[src/rtl/pipeline_stall_ctrl.sv]
`default_nettype none
// ============================================================================
// pipeline_stall_ctrl : 5-stage pipeline stall/flush/bubble control with a
//                       memory-wait FSM, freeze watchdog and optional stall
//                       counters (enabled by defining STALL_PERF_EN).
// Revision: 1.0
// ============================================================================
module pipeline_stall_ctrl #(
    parameter int FREEZE_LIMIT = 4,
    parameter int CNT_W        = 16
) (
    input  logic             clk,
    input  logic             rst,
    input  logic             freez,
    input  logic             Br_taken,
    input  logic             mem_req,
    input  logic             sram_ready,
    output logic             PC_en,
    output logic             IF_ID_en,
    output logic             IF_ID_flush,
    output logic             ID_EX_bubble,
    output logic             EXE_MEM_en,
    output logic             MEM_WB_bubble,
    output logic             mem_busy,
    output logic             hazard_err,
    output logic [CNT_W-1:0] stall_cycles,
    output logic [CNT_W-1:0] freeze_cycles,
    output logic [CNT_W-1:0] flush_count
);

    localparam int c_WD_W = $clog2(FREEZE_LIMIT + 1);
    localparam logic [c_WD_W-1:0] c_WD_MAX = c_WD_W'(FREEZE_LIMIT);
    localparam logic [c_WD_W-1:0] c_WD_ARM = c_WD_W'(FREEZE_LIMIT - 1);

    typedef enum logic [0:0] {
        ST_RUN      = 1'b0,
        ST_MEM_WAIT = 1'b1
    } state_t;

    state_t            r_state;
    logic [c_WD_W-1:0] r_wd_cnt;
    logic              r_hazard_err;

    logic w_mem_stall;
    logic w_branch;
    logic w_freeze;

    // In MEM_WAIT the stall depends only on the SRAM; mem_req is not re-checked.
    assign w_mem_stall = rst && !sram_ready &&
                         ((r_state == ST_MEM_WAIT) || mem_req);
    assign w_branch    = rst && !w_mem_stall && Br_taken;
    assign w_freeze    = rst && !w_mem_stall && !Br_taken && freez;

    assign PC_en         = rst && !w_mem_stall && !w_freeze;
    assign IF_ID_en      = rst && !w_mem_stall && !w_freeze;
    assign EXE_MEM_en    = rst && !w_mem_stall;
    assign IF_ID_flush   = w_branch;
    assign ID_EX_bubble  = w_branch || w_freeze;
    assign MEM_WB_bubble = w_mem_stall;

    assign mem_busy   = (r_state == ST_MEM_WAIT);
    assign hazard_err = r_hazard_err;

    always_ff @(posedge clk) begin
        if (!rst) begin
            r_state      <= ST_RUN;
            r_wd_cnt     <= '0;
            r_hazard_err <= 1'b0;
        end else begin
            r_state <= w_mem_stall ? ST_MEM_WAIT : ST_RUN;
            if (w_freeze) begin
                if (r_wd_cnt != c_WD_MAX) begin
                    r_wd_cnt <= r_wd_cnt + 1'b1;
                end
                // Flag rises on the edge where the run length reaches the limit.
                if (r_wd_cnt >= c_WD_ARM) begin
                    r_hazard_err <= 1'b1;
                end
            end else begin
                r_wd_cnt <= '0;
            end
        end
    end

`ifdef STALL_PERF_EN
    logic [CNT_W-1:0] r_stall_cycles;
    logic [CNT_W-1:0] r_freeze_cycles;
    logic [CNT_W-1:0] r_flush_count;

    always_ff @(posedge clk) begin
        if (!rst) begin
            r_stall_cycles  <= '0;
            r_freeze_cycles <= '0;
            r_flush_count   <= '0;
        end else begin
            if ((w_mem_stall || w_freeze) && (r_stall_cycles != '1)) begin
                r_stall_cycles <= r_stall_cycles + 1'b1;
            end
            if (w_freeze && (r_freeze_cycles != '1)) begin
                r_freeze_cycles <= r_freeze_cycles + 1'b1;
            end
            if (w_branch && (r_flush_count != '1)) begin
                r_flush_count <= r_flush_count + 1'b1;
            end
        end
    end

    assign stall_cycles  = r_stall_cycles;
    assign freeze_cycles = r_freeze_cycles;
    assign flush_count   = r_flush_count;
`else
    assign stall_cycles  = '0;
    assign freeze_cycles = '0;
    assign flush_count   = '0;
`endif

endmodule
`default_nettype wire
[config.mk]
export PLATFORM = sky130hd
export DESIGN_NAME = pipeline_stall_ctrl
export DESIGN_NICKNAME = d
export VERILOG_FILES = /design/src/rtl/pipeline_stall_ctrl.sv
export SDC_FILE = /design/constraint.sdc
export NUM_CORES = 1
export LEC_CHECK = 0
export ABC_CLOCK_PERIOD_IN_PS = 1100
export BUFFER_PORTS_ARGS = -buffer_cell sky130_fd_sc_hd__buf_2
export CORE_MARGIN = 5
export CORE_UTILIZATION = 32
export DETAILED_ROUTE_END_ITERATION = 16
export PLACE_DENSITY = 0.81
export SLEW_MARGIN = 20
export SYNTH_ARGS = -nofsm -noshare
export SYNTH_HDL_FRONTEND = slang
export SYNTH_SLANG_ARGS = --single-unit
[constraint.sdc]
create_clock -name clk -period 1.1 [get_ports clk]
set_input_delay 0.11 -clock clk [delete_from_list [all_inputs] [get_ports clk]]
set_output_delay 0.11 -clock clk [all_outputs]
set_load 0.02 [all_outputs]
-- Word-level counts from Yosys, hierarchy flattened
Index checks and enable logic that the tools add are counted.
- flip-flop bits (word level): 5
- bits of input ports: 6
- output and inout bits: 56
- logic and storage cells: 22
- $add $sub $neg: 1
- order comparisons: 1
- eq/ne operators: 1
- muxes and demuxes: 1
- reductions and logical operators: 15
- operators by type and width (kind ; number):
    $logic_and 1x1->1 ; 7
    $logic_not 1->1 ; 4
    $reduce_and 2->1 ; 2
    $add 3x1->3 const B ; 1
    $ge 3x2->1 const B ; 1
    $ne 3x3->1 const B ; 1
    $logic_or 1x1->1 ; 2
    $mux 1 ; 1

-- Logic depth before layout (Yosys ltp)
- depth after elaboration: 9
- gate-level depth with buffers: 5
- gate-level depth less buffers: 5

-- Least setup slack after synthesis
OpenSTA, ideal clock, no wires.
- kind: register to output
- from: reg r_state (netlist: mem_busy)
- to: out PC_en
- arrival: 1446 ps
- data required time: 990 ps
- path slack: -456 ps
- cell stages (with the launch flop): 5
- path buffers: 1
- path through: dfxtp_1 -> o21bai_4 -> and2_1 -> nor2b_1 -> buf_4
- word-level cells in the longest chain between the ends: 8
- ends and longest elaborated chain (item ; line ; RTL):
    from (decl) ; 40 ; state_t r_state;
    from (signal assigned) ; 70 ; r_state <= w_mem_stall ? ST_MEM_WAIT : ST_RUN;
    $logic_or 1x1->1 * ; 50 ; ((r_state == ST_MEM_WAIT) || mem_req);
    $logic_and 1x1->1 * ; 49 ; assign w_mem_stall = rst && !sram_ready &&
    $logic_not 1->1 * ; n/a ;
    $logic_and 1x1->1 * ; n/a ;
    named net EXE_MEM_en ; 22 ; output logic EXE_MEM_en,
    $logic_and 1x1->1 (2 in series) ; 52 ; assign w_freeze = rst && !w_mem_stall && !Br_taken && freez;
    $logic_not 1->1 ; 54 ; assign PC_en = rst && !w_mem_stall && !w_freeze;
    $logic_and 1x1->1 * ; 54 ;
    to (decl) ; 18 ; output logic PC_en,
Mark *: on every way through the listed nets, which the timed path passes. The rest lies on a longest branch.

-- Worst setup path in the final report
- from: reg r_state (netlist: mem_busy)
- to: out ID_EX_bubble
- word-level cells in the longest chain between the ends: 7
- elaborated cells between the ends (all ways): 8
- classes of those cells: 8 x reduce/logical
- ends and longest elaborated chain (item ; line ; RTL):
    $logic_or 1x1->1 * ; 50 ;
    $logic_and 1x1->1 * ; 49 ;
    $logic_not 1->1 * ; 51, 52 ;
    $logic_and 1x1->1 * ; 51, 52 ;
    $logic_and 1x1->1 (2 in series) ; 52 ;
    $logic_or 1x1->1 * ; 58 ; assign ID_EX_bubble = w_branch || w_freeze;
    to (decl) ; 21 ; output logic ID_EX_bubble,
Mark *: on every way between the ends. The rest lies on a longest branch, timed or not.

==> results.ini <==
[yosys]
syn_inst=81
synth.area.top_cells=buf_4, dfxtp_1, ha_1
yosysTopAreaCell=buf_4
avgSynthCellArea_um2=7.92
yosysMostFrequentCell=buf_4
seq_area_frac_synth_pct=15.6
yosys_warnings=0
ys_async_sr_fraction_pct=0
synth_common_cells=buf_4, dfxtp_1, inv_1
synth_edf_count=0
ys_ff_latch=5
ys.flop_type=dfxtp_1
ys_types=18
synth_top_area_share_pct=57.3
netlist_area_um2=642

[placement]
gp_congestion=0.768
portBuffers=13
dp.cells=123
dp_hpwl_um=920
placed_cell_area_um2=601

[clock_network]
clk_path_buf_depth=2
cts_buffers=3
insertion_delay_ns=0.26
cts_num_sinks=5
cts-root-buf=clkbuf_4
cts_tree=yes
path_clk_slew_ns=0.05
h-tree-depth=1

[floorplanning]
die-area_mm2=0.00300
start_util_pct=33.1
ioPinCount=62
fp.dieH_um=54.8
core_mm2=0.00194
die_w_um=54.8
num_rows=16

[run_status]
status=complete, but fails checks
failed_checks=setup timing

[final_layout]
fin_area_um2=722
multi_input_area_um2=392
synthToLayoutAreaGrowth_pct=12.5
drive_above_1_share_pct=35.0
n_fill_cell=225
final_cells=130
nNetsFinal=113
seqCellArea_um2=105
diodes=0

[global_routing]
antenna_found_initial=0
gr-total-overflow=0
grt_usage_pct=7.46
grt_max_degree=6
grt_pass1_wl_mm=1.50
grt_pass1_vias=379

[job]
cap_violations=0

[power]
ir_worst_vdd_v=0.000417
power_density_mw_per_mm2=944
total_leakage_power_nw=0.392
power_mw=0.682

[critical_path]
worstPathRequired_ns=0.99
worstSetupPathType=register to primary output
r2r_setup_slack_ns=0.02
cp_max_fo=4
cp-start-kind=register
worstPathArrival_ns=1.18
crit_path_end_kind=primary output

[sta]
hold_viol=0
clock.fmax_ghz=0.776
period_share_pct=117
clock_skew_ns=0.00993
fin_ws_ns=-0.188
hold-worst-slack_ns=0.194
rsz0062_at_grt=true
final-setup-viol-count=6
finalMaxSlewViolations=0
fin_crit_ns=1.29

[detailed_routing]
vias_per_cell=3.28
wl_per_cell_um=9.11
drtAntennaViolNets=0
wirelength_mm=1.18
vias=426
drc=0
dr.first_iter.drc_count=1
dr.pass1.iters=2

[worst_hold_path]
min_path_type=input port to register

## critical path: stages (launching register included)
cell and delay, ns:
dfxtp_2 0.33, o21bai_4 0.15, and3_4 0.21, nand2b_2 0.12
buf_6 0.11
## flip-flops by register name (all words and copies together), names as in the netlist
signal and flops:
r_wd_cnt 3, hazard_err 1, mem_busy 1
## cell usage in the layout, fill, tap and decap left out, drive strengths merged
cell	synthesis	final
conb	1	48
buf	49	20
dfxtp	5	5
inv	4	4
clkbuf	0	3
nor2	3	3
ha	3	3
nand3	2	2
a21oi	2	2
nor2b	2	2
nand2	2	2
o21bai	1	1
and2	1	1
and3	1	1
nand2b	1	1
a31oi	1	1
a2111oi	1	1
nor3	1	1
xnor2	1	1
clkinv	0	1
## power breakdown
part,internal (mW),switching [mW]
logic,0.0658,0.206
clock network,0.133,0.0914
registers,0.183,0.00304
total,0.381,0.300
## per-stage QoR
step                utilization, %  setup WS [ns]  setup TNS (ns)
finish                        37.2         -0.188          -0.904
global route                  37.2         -0.238           -1.23
CTS                           35.4         -0.187          -0.762
detailed placement            30.9        -0.0656         -0.0656
global placement              30.9         0.0279               0
floorplan                        -         -0.105          -0.105
## worst paths after layout
| check | from | end | cells past startpoint |
|---|---|---|---|
| setup / recovery | mem_busy$_SDFF_PN0_ | ID_EX_bubble | 4 |
| hold / removal | rst | mem_busy$_SDFF_PN0_ | 3 |
| setup reg to reg | r_wd_cnt[1]$_SDFFE_PN0P_ | hazard_err$_SDFFE_PN0P_ | 4 |
| hold reg to reg | r_wd_cnt[1]$_SDFFE_PN0P_ | r_wd_cnt[1]$_SDFFE_PN0P_ | 2 |
## layer usage
| layer | track usage [%] | vias up | part of all wire [%] |
|---|---|---|---|
| met5 | 0 | - | 0 |
| met2 | 12.8 | 37 | 54 |
| met4 | 7.47 | 0 | 2.9 |
| li1 | - | 198 | - |
| met1 | 6.79 | 186 | 30 |
| met3 | 2.18 | 5 | 13 |
## logic make-up (layout without fill, tap and decap cells)
| group | Yosys count | count (layout) | synth area share [%] |
|---|---|---|---|
| buffers and inverters | 53 | 28 | 59.6 |
| AND/OR/NAND/NOR | 13 | 13 | 10.1 |
| AO/OA/AOI/OAI | 5 | 5 | 6.82 |
| flip-flops | 5 | 5 | 15.6 |
| adder cells (fa/ha/maj) | 3 | 3 | 5.85 |
| other | 1 | 48 | 0.584 |
| XOR/XNOR | 1 | 1 | 1.36 |
## cell type report
cell class              instances  area share, %
well taps                      27           4.68
repair buffers                 20           20.6
clock buffers                   3           3.12
inverters                       4           2.08
multi-input cells              70           54.2
clock inverters                 1          0.693
flip-flops and latches          5           14.6
## timing repair
action | 4_1_cts | 5_1_grt
pin swaps | 1 | 0
hold buffers | 0 | 0
setup endpoints to repair | 7 | 9
resized for setup | 13 | 6
setup buffers | 1 | 2
(Power assumes the default switching activity.)
